===== src/rtl/dsp_mac_pipe.sv =====
// Four-stage signed pre-add / multiply / post-add MAC slice with a valid/ready stream handshake.
// Define DSP_MAC_SAT_EN to clamp P on overflow instead of wrapping.
module dsp_mac_pipe #(
  parameter int A_WIDTH = 18,
  parameter int B_WIDTH = 18,
  parameter int D_WIDTH = 18,
  parameter int C_WIDTH = 48,
  parameter int P_WIDTH = 48,
  localparam int BD_W  = (B_WIDTH > D_WIDTH) ? B_WIDTH : D_WIDTH,
  localparam int PRE_W = BD_W + 1,
  localparam int M_W   = A_WIDTH + PRE_W
) (
  input  logic                      CLK,
  input  logic                      RST,
  input  logic                      IN_VALID,
  output logic                      IN_READY,
  input  logic signed [A_WIDTH-1:0] A,
  input  logic signed [B_WIDTH-1:0] B,
  input  logic signed [D_WIDTH-1:0] D,
  input  logic signed [C_WIDTH-1:0] C,
  input  logic        [4:0]         OPMODE,
  output logic                      OUT_VALID,
  input  logic                      OUT_READY,
  output logic signed [P_WIDTH-1:0] P,
  output logic signed [M_W-1:0]     M,
  output logic                      OVF
);

  // Two guard bits cover |Z| + |MUL| for the widest Z (P + C).
  localparam int R_W = P_WIDTH + 2;
  localparam logic signed [R_W-1:0] R_MAX = {3'b000, {(P_WIDTH-1){1'b1}}};
  localparam logic signed [R_W-1:0] R_MIN = {3'b111, {(P_WIDTH-1){1'b0}}};

  function automatic logic ovf_det(input logic signed [R_W-1:0] r);
    return (r > R_MAX) || (r < R_MIN);
  endfunction

`ifdef DSP_MAC_SAT_EN
  function automatic logic signed [P_WIDTH-1:0] sat_p(input logic signed [R_W-1:0] r);
    if (r > R_MAX) return R_MAX[P_WIDTH-1:0];
    if (r < R_MIN) return R_MIN[P_WIDTH-1:0];
    return r[P_WIDTH-1:0];
  endfunction
`endif

  logic adv;
  logic vld_p1, vld_p2, vld_p3;

  logic signed [A_WIDTH-1:0] a_p1, a_p2;
  logic signed [B_WIDTH-1:0] b_p1;
  logic signed [D_WIDTH-1:0] d_p1;
  logic signed [C_WIDTH-1:0] c_p1, c_p2, c_p3;
  logic        [4:0]         op_p1;
  logic        [2:0]         op_p2, op_p3;  // {POST_SUB, ZSEL}
  logic signed [PRE_W-1:0]   pre_s, pre_p2;
  logic signed [M_W-1:0]     mul_s, mul_p3;
  logic signed [R_W-1:0]     z_s, r_s;
  logic signed [P_WIDTH-1:0] p_nxt;

  // The whole pipe moves in lockstep; only a held output blocks it.
  assign adv      = ~OUT_VALID | OUT_READY;
  assign IN_READY = adv;

  // S1 -> S2: pre-adder
  always_comb begin
    pre_s = PRE_W'(b_p1);
    if (op_p1[0]) begin
      pre_s = op_p1[1] ? PRE_W'(d_p1) - PRE_W'(b_p1)
                       : PRE_W'(d_p1) + PRE_W'(b_p1);
    end
  end

  // S2 -> S3: full-width multiplier
  assign mul_s = M_W'(a_p2) * M_W'(pre_p2);

  // S3 -> S4: Z select and post-adder
  always_comb begin
    z_s = '0;
    case (op_p3[1:0])
      2'b01:   z_s = R_W'(c_p3);
      2'b10:   z_s = R_W'(P);
      2'b11:   z_s = R_W'(P) + R_W'(c_p3);
      default: z_s = '0;
    endcase
    r_s = op_p3[2] ? z_s - R_W'(mul_p3) : z_s + R_W'(mul_p3);
  end

`ifdef DSP_MAC_SAT_EN
  assign p_nxt = sat_p(r_s);
`else
  assign p_nxt = r_s[P_WIDTH-1:0];
`endif

  always_ff @(posedge CLK) begin
    if (adv) begin
      a_p1   <= A;
      b_p1   <= B;
      d_p1   <= D;
      c_p1   <= C;
      op_p1  <= OPMODE;
      pre_p2 <= pre_s;
      a_p2   <= a_p1;
      c_p2   <= c_p1;
      op_p2  <= op_p1[4:2];
      mul_p3 <= mul_s;
      c_p3   <= c_p2;
      op_p3  <= op_p2;
    end
  end

  always_ff @(posedge CLK or posedge RST) begin
    if (RST) begin
      vld_p1    <= 1'b0;
      vld_p2    <= 1'b0;
      vld_p3    <= 1'b0;
      OUT_VALID <= 1'b0;
    end else if (adv) begin
      vld_p1    <= IN_VALID;
      vld_p2    <= vld_p1;
      vld_p3    <= vld_p2;
      OUT_VALID <= vld_p3;
    end
  end

  // Result registers only move for a valid beat, so P is the last valid result.
  always_ff @(posedge CLK or posedge RST) begin
    if (RST) begin
      P   <= '0;
      M   <= '0;
      OVF <= 1'b0;
    end else if (adv && vld_p3) begin
      P   <= p_nxt;
      M   <= mul_p3;
      OVF <= ovf_det(r_s);
    end
  end

endmodule


===== config.mk =====
export PLATFORM = sky130hd
export DESIGN_NAME = dsp_mac_pipe
export DESIGN_NICKNAME = d
export VERILOG_FILES = /design/src/rtl/dsp_mac_pipe.sv
export SDC_FILE = /design/constraint.sdc
export NUM_CORES = 2
export LEC_CHECK = 0
export CORE_UTILIZATION = 55
export CTS_CLUSTER_SIZE = 16
export DETAILED_ROUTE_END_ITERATION = 8
export PLACE_DENSITY = 0.82
export SLEW_MARGIN = 30
export SYNTH_ARGS = -nofsm -noshare
export SYNTH_HDL_FRONTEND = slang
export SYNTH_SLANG_ARGS = --single-unit

===== constraint.sdc =====
create_clock -name CLK -period 10.65 [get_ports CLK]
set_input_delay 3.195 -clock CLK [delete_from_list [all_inputs] [get_ports CLK]]
set_output_delay 3.195 -clock CLK [all_outputs]
set_load 0.01 [all_outputs]

==> results.toml <==
[timing]
setup-tns-final_ns = 0
clock_skew_ns = 0.0257
rsz_0062_raised_after_global_routing = "false"
max_freq_ghz = 0.123
hold_violations = 0
timing.max_slew.rel_slack_pct = 35.2
setup_viol_count_final = 0
final_period_minus_worst_setup_slack_ns = 8.10
slew_violations = 0
worst_pin_slew_ns = 0.973
min_period_over_period_pct = 76.1

[synth]
synth_top_area_share_pct = 26.5
ys_ff_latch = 373
synthDominantAreaCellType = "sky130_fd_sc_hd__edfxtp_1"
synth_edf_count = 283
synthFlopType = "sky130_fd_sc_hd__edfxtp_1"
synth_seq_area_share_pct = 33.5
number_of_different_library_cells_in_the_post_synthesis_netlist = 84
post_synthesis_net_count = 3743
async_flop_share_pct = 24.1
ys_warn_count = 0
cells_taking_the_most_area_after_synthesis = "sky130_fd_sc_hd__edfxtp_1 27%, sky130_fd_sc_hd__fa_1 22%, sky130_fd_sc_hd__ha_1 8.3%"
synth_area_per_cell_um2 = 10.4
post_synth_inst_count = 3072
mappedNetlistArea_um2 = 32100

[die]
initial_core_util_pct = 55.6
placeableCoreArea_um2 = 57700
placement_rows = 88
die_width_um = 243
die_h_um = 243
dieArea_um2 = 59300
io-pin-count = 199

[critical_path]
worst_path_max_delay_cell = "sky130_fd_sc_hd__clkdlybuf4s50_1"
start_kind = "input port"
path_class = "input port to primary output"
endpoint_kind = "primary output"
data_required_time_of_the_worst_path_ns = 7.46
crit_fanout = 30
worst_path_max_stage_delay_ns = 0.81
r2r_cells = 25
critPathArrivalTime_ns = 4.90
path_depth = 3
critPathMostFrequentCell = "sky130_fd_sc_hd__clkdlybuf4s50_1"
critical_path_buf_inv_count = 2
worst_path_top_cell_family_by_delay = "buffers and inverters"
worstPathCellList = "clkdlybuf4s50_1 > nand2b_4 > clkdlybuf4s50_1"

[layout]
insertedDiodeCount = 0
synth_to_final_area_change_pct = 12.6
drive_above_1_share_pct = 4.72
final_cells = 4008
ff_latch_area_um2 = 10800
multi_input_comb_area_um2 = 19300
numnets_final = 3885
fillers = 4534
postLayoutCoreUtil_pct = 62.6

[detailed_routing]
drtAntennaViolNets = 0
vias_per_cell = 5.67
drt-initial-drc-count = 1527
post-route-drc-count = 0
drtPass1Iterations = 6
route.final.wire_length_um = 78400
routedWlPerCell_um = 19.6
num_vias = 22700

[global_routing]
busiest_layer_in_global_routing = "met2"
overflow = 0
grt_first_pass_wirelength_um = 125000
grtUsageMet3_pct = 5.00
grt_antenna_before_repair = 2
global_route.usage.met1_pct = 34.3
grt_start_max_net_pins = 184
globalRouteMet2Util_pct = 45.4
gr-usage-all-layers_pct = 26.9
grt_pass1_vias = 23300

[clocking]
tritoncts.num_buffers = 42
cts_root_buf = "sky130_fd_sc_hd__clkbuf_16"
numClockSinks = 373
cts_resized = 0
clk_pin_slew_ns = 0.06
cts_setup_buffers = 0
ctsHtreeMaxLevel = 2
cts_tree = "yes"
clk_latency_ns = 0.57
cts_max_path_buffers = 3
post_cts_hold_buffer_count = 0

[placed_design]
io_buffers = 198
place.detailed.instances = 3934
finalWeightedCongestion = 0.954
dp_hpwl_um = 60700

[min_path]
worst_hold_path_type = "register to register"
hold_path_depth = 0

[status]
outcome = "finished clean"

[flow_run]
cap_violations = 0
==> flip-flops by register name (all words and copies together) (netlist names), 5 cells and up <==
register / cells
mul_p3: 37
c_p2: 48
op_p1: 5
c_p3: 48
M: 37
d_p1: 18
c_p1: 48
pre_p2: 19
b_p1: 18
a_p2: 18
P: 48
a_p1: 18
==> synthesized netlist by cell type (5+ instances only) <==
cell,n
sky130_fd_sc_hd__o2111ai_1,5
sky130_fd_sc_hd__mux2_2,45
sky130_fd_sc_hd__nand2b_1,34
sky130_fd_sc_hd__dfrtp_1,90
sky130_fd_sc_hd__buf_1,10
sky130_fd_sc_hd__a211oi_1,11
sky130_fd_sc_hd__ha_1,212
sky130_fd_sc_hd__nor2_1,116
sky130_fd_sc_hd__a22oi_1,6
sky130_fd_sc_hd__and3_1,17
sky130_fd_sc_hd__a31oi_1,21
sky130_fd_sc_hd__nand2_1,373
sky130_fd_sc_hd__o21a_1,18
sky130_fd_sc_hd__clkbuf_1,100
sky130_fd_sc_hd__fa_1,348
sky130_fd_sc_hd__nand3_1,22
sky130_fd_sc_hd__a21o_1,68
sky130_fd_sc_hd__edfxtp_1,283
sky130_fd_sc_hd__o31ai_1,7
sky130_fd_sc_hd__inv_1,418
sky130_fd_sc_hd__nor3b_1,5
sky130_fd_sc_hd__nor4_1,6
sky130_fd_sc_hd__a21oi_1,163
sky130_fd_sc_hd__and2_1,125
sky130_fd_sc_hd__o21ai_0,151
sky130_fd_sc_hd__or3_1,9
sky130_fd_sc_hd__nor2b_1,28
sky130_fd_sc_hd__nor3_1,32
sky130_fd_sc_hd__mux2i_1,37
sky130_fd_sc_hd__xor2_1,48
sky130_fd_sc_hd__o211ai_1,14
sky130_fd_sc_hd__xnor2_1,138
sky130_fd_sc_hd__a21boi_0,6
sky130_fd_sc_hd__o21bai_1,21
==> through the flow <==
stage          hold slack (ns)  setup slack [ns]  area (um2)
5_1_grt                  0.420              2.41       36100
6_report                 0.399              2.55       36100
3_3_place_gp             0.400              2.50       34700
2_1_floorplan            0.400             0.843       32100
3_5_place_dp             0.405              2.51       34700
4_1_cts                  0.410              2.49       36100
==> worst reg2reg max path, stage by stage, from the launching register on <==
cell and delay, ns:
sky130_fd_sc_hd__edfxtp_1 0.87, sky130_fd_sc_hd__nand2_1 0.20, sky130_fd_sc_hd__fa_1 0.58, sky130_fd_sc_hd__inv_1 0.06, sky130_fd_sc_hd__fa_1 0.53, sky130_fd_sc_hd__inv_1 0.05, sky130_fd_sc_hd__fa_1 0.50, sky130_fd_sc_hd__inv_1 0.05
sky130_fd_sc_hd__fa_1 0.52, sky130_fd_sc_hd__inv_1 0.05, sky130_fd_sc_hd__fa_1 0.49, sky130_fd_sc_hd__inv_1 0.06, sky130_fd_sc_hd__fa_1 0.44, sky130_fd_sc_hd__ha_1 0.37, sky130_fd_sc_hd__a21o_1 0.19, sky130_fd_sc_hd__a21o_1 0.16
sky130_fd_sc_hd__a21o_1 0.18, sky130_fd_sc_hd__a31oi_1 0.24, sky130_fd_sc_hd__o21ai_1 0.12, sky130_fd_sc_hd__a41oi_2 0.23, sky130_fd_sc_hd__o21ai_1 0.15, sky130_fd_sc_hd__a2111o_1 0.44, sky130_fd_sc_hd__a2111oi_2 0.41, sky130_fd_sc_hd__nor3_1 0.16
sky130_fd_sc_hd__or4_1 0.52, sky130_fd_sc_hd__o2111ai_1 0.11
==> layer usage <==
metal  routed length [um]  vias up
li1                     -    10500
met1                31000    11200
met2                38100      890
met3                 6010      181
met4                 3240        4
met5                   27        -
==> cell families (layout without fill, tap and decap cells) <==
family,after synthesis,after routing,synth area share [%]
AOI/OAI and AO/OA,543,543,10.6
muxes,82,82,2.74
and+or+nand+nor,795,795,11.7
buffers and inverters,532,703,6.26
DFF,373,373,33.5
xor gates and xnor gates,187,187,5.13
adders and majority gates,560,560,30.0
==> placed cells by master (no fill, tap or decap), types with 125 or more instances in the layout <==
cell and instances:
sky130_fd_sc_hd__ha_1 212, sky130_fd_sc_hd__and2_1 125, sky130_fd_sc_hd__nand2_1 372, sky130_fd_sc_hd__inv_1 417, sky130_fd_sc_hd__fa_1 348, sky130_fd_sc_hd__o21ai_0 151
sky130_fd_sc_hd__a21oi_1 163, sky130_fd_sc_hd__xnor2_1 138, sky130_fd_sc_hd__edfxtp_1 283, sky130_fd_sc_hd__clkdlybuf4s50_1 198
==> worst paths after layout <==
kind                                  from         end  slack, ns
worst min-delay path              c_p1[15]    c_p2[15]       0.40
worst max register to register  pre_p2[13]  mul_p3[35]       2.81
worst min register to register    c_p1[15]    c_p2[15]       0.40
min in group asynchronous              RST      vld_p2       2.98
max in group asynchronous              RST        M[3]       6.48
worst max-delay path             OUT_READY    IN_READY       2.55
==> layout make-up <==
type | instances | share of cell area, %
clock buffers | 51 | 3.09
clock inverters | 22 | 0.721
inverters | 420 | 4.37
multi-input cells | 2167 | 53.5
flip-flops and latches | 373 | 29.8
well taps | 765 | 2.65
repair buffers | 210 | 5.83
Power is left out: the tool's default activity adds up to more than one toggle a clock period on the data nets, which glitch-free logic cannot reach.
==> RTL edit (same settings) <==
Put one more register stage on the output `OVF`, cleared by the reset. The value now appears one clock later. The other outputs are not delayed to match.
--- a/src/rtl/dsp_mac_pipe.sv
+++ b/src/rtl/dsp_mac_pipe.sv
@@ -32,2 +32,4 @@
   localparam logic signed [R_W-1:0] R_MIN = {3'b111, {(P_WIDTH-1){1'b0}}};
+
+  logic OVF_s0;
 
@@ -129,3 +131,3 @@
       M   <= '0;
-      OVF <= 1'b0;
+      OVF_s0 <= 1'b0;
     end else if (adv && vld_p3) begin
@@ -133,3 +135,11 @@
       M   <= mul_p3;
-      OVF <= ovf_det(r_s);
+      OVF_s0 <= ovf_det(r_s);
+    end
+  end
+
+  always_ff @(posedge CLK or posedge RST) begin
+    if (RST) begin
+      OVF <= '0;
+    end else begin
+      OVF <= OVF_s0;
     end
Check against the original RTL: not equivalent (a bounded check fails within 10 cycles, from zero or initial values and one cycle with RST high).
==> RTL edit against the unedited design <==
Final area about the same. Routed wire length increased by 0.71%. Sequential cell count increased by 1. Global-route usage about the same. Area after synthesis about the same. Cell count increased by 0.15%. Critical path depth unchanged. Worst setup slack improved by 0.095 ns. Clock skew increased by 0.011 ns. Critical path type unchanged. Highest routed layer unchanged.
Power is not shown: default switching activity piles up to over one toggle a cycle in this logic, so the estimate is an artifact.
==> RTL edit: results (changes against the unedited design) <==
** Outcome
- Status :: finished clean

** Detailed routing
- Detailed-route via count :: 22700 (-0.14%)
- WL met2 :: 37800 um (-0.80%)
- The routed length on met3 is 6260 um (+4.1%).
- Wire length on met1 :: 31500 um (+1.6%)
- Highest routed layer :: met5
- Drt initial violations :: 1668 (+9.2%)
- Average routed wire per standard cell :: 19.7 um (+0.56%)
- Aggregate routed wire length :: 78900 um (+0.71%)

** Worst setup path
- Cell type of the slowest stage on the worst timing path :: clkdlybuf4s50_1
- The arrival time at the worst endpoint came to 4.81 ns (-0.09 ns).
- On the critical path the largest part of the delay comes from buffers and inverters.
- The register-to-register setup slack was 2.87 ns (+0.06 ns).
- Max Fanout on Critical Path :: 18 (-40%)
- R2R depth :: 25 (unchanged)
- The maximum cell stage delay along the critical path is 0.77 ns (-0.04 ns).
- In this run the critical register-to-register path is captured at mul_p3[35].

** Timing
- The transition at the pin with the smallest max-transition slack is 0.931 ns (-0.0413 ns).
- Skew final :: 0.0363 ns (+0.0105 ns)

** Synthesis
- The post-synthesis async set-or-reset flop share was 24.3% (+0.20 points).
- Post-Syn Nets :: 3744 (+0.027%)
- Cells taking the most area after synthesis :: edfxtp_1 26%, fa_1 22%, ha_1 8.3%
- The sequential area share after synthesis was 33.6% (+0.052 points).
- The mux cell area share after synthesis came to 2.73% (about the same).
- The post-synthesis share of cell area spent on full adders, half adders and majority gates is 30.0% (about the same).
- The post-synthesis cell type count came to 84 (unchanged).
- The compound-cell area share of the yosys netlist is 10.6% (about the same).
- In the synthesized netlist the dominant register cell turns out to be edfxtp_1.
- XOR/XNOR Fraction of Synth Area :: 5.13% (about the same)
- Avg Synthesized Cell Area :: 10.4 um2 (about the same)

** Global route
- Aggregate global-route resource usage :: 26.9% (about the same)
- The maximum number of pins on one net before global-route repair is 75 (-59%).
- The global-route met2 utilization was 45.1% (-0.32 points).
- Number of antenna violations at the first check in global routing :: 2 (unchanged)
- First-pass GRT wire length :: 125000 um (+0.11%)
- Met3 capacity usage during global routing :: 5.95% (+0.95 points)
- The met1 demand-to-capacity share in global routing was 34.0% (-0.35 points).

** Layout
- Post-route core utilization :: 62.6% (about the same)
- Number of fillers in the final layout :: 4515 (-0.42%)
- The fraction of layout instances using a drive strength above 1 came to 4.65% (-0.070 points).
- Count of inserted antenna diode cells :: 0 (unchanged)

** Clocking
- The setup fix buffers added after clock tree synthesis came to 0 (unchanged).
- Number of buffers created by CTS :: 42 (unchanged)
- Level count of the clock H-tree :: 2 (unchanged)
- The buffer depth of the longest clock path was 3 (unchanged).
- Clock input transition at the sequential cells of the worst setup and hold paths :: 0.06 ns (about the same)

** Min path
- WHS Path Cells :: 0 (unchanged)
- The worst hold path belongs to the class reg -> reg.
- Worst hold start :: OVF_s0
- Endpoint of the worst hold-timing path :: OVF

** Placement
- The detailed-placement wirelength estimate came to 61300 um (+0.95%).
- RePlAce Congestion :: 0.928 (-2.7%)
- Placed Area :: 0.0347 mm2 (+0.10%)
- The count of placed standard cells including taps is 3938 (+0.10%).
-- RTL edit: cell count changes after synthesis, sizes merged --
cell / change
clkbuf: +2
buf: -2
dfrtp: +1
-- RTL edit: through the flow --
stage	worst slack [ns]	hold WS [ns]
after floorplan	0.843	0.346
after global placement	2.71	0.353
after detailed placement	2.68	0.355
after CTS	2.64	0.372
after global routing	2.55	0.401
final	2.65	0.367
-- RTL edit: final cells by class --
class / instances / area share, %
inverter: 420 / 4.37
clock inverter: 21 / 0.617
clock buffer: 55 / 3.19
multi-input combinational: 2167 / 53.5
sequential: 374 / 29.8
timing repair buffer: 212 / 5.78
tap: 765 / 2.65
-- RTL edit: worst max-delay path by stage --
stage / endpoint / from / slack [ns]
finish: IN_READY / OUT_READY / 2.65
global route: mul_p3[35] / pre_p2[13] / 2.55
CTS: IN_READY / OUT_READY / 2.64
detailed placement: IN_READY / OUT_READY / 2.68
global placement: IN_READY / OUT_READY / 2.71
floorplan: IN_READY / OUT_READY / 0.84
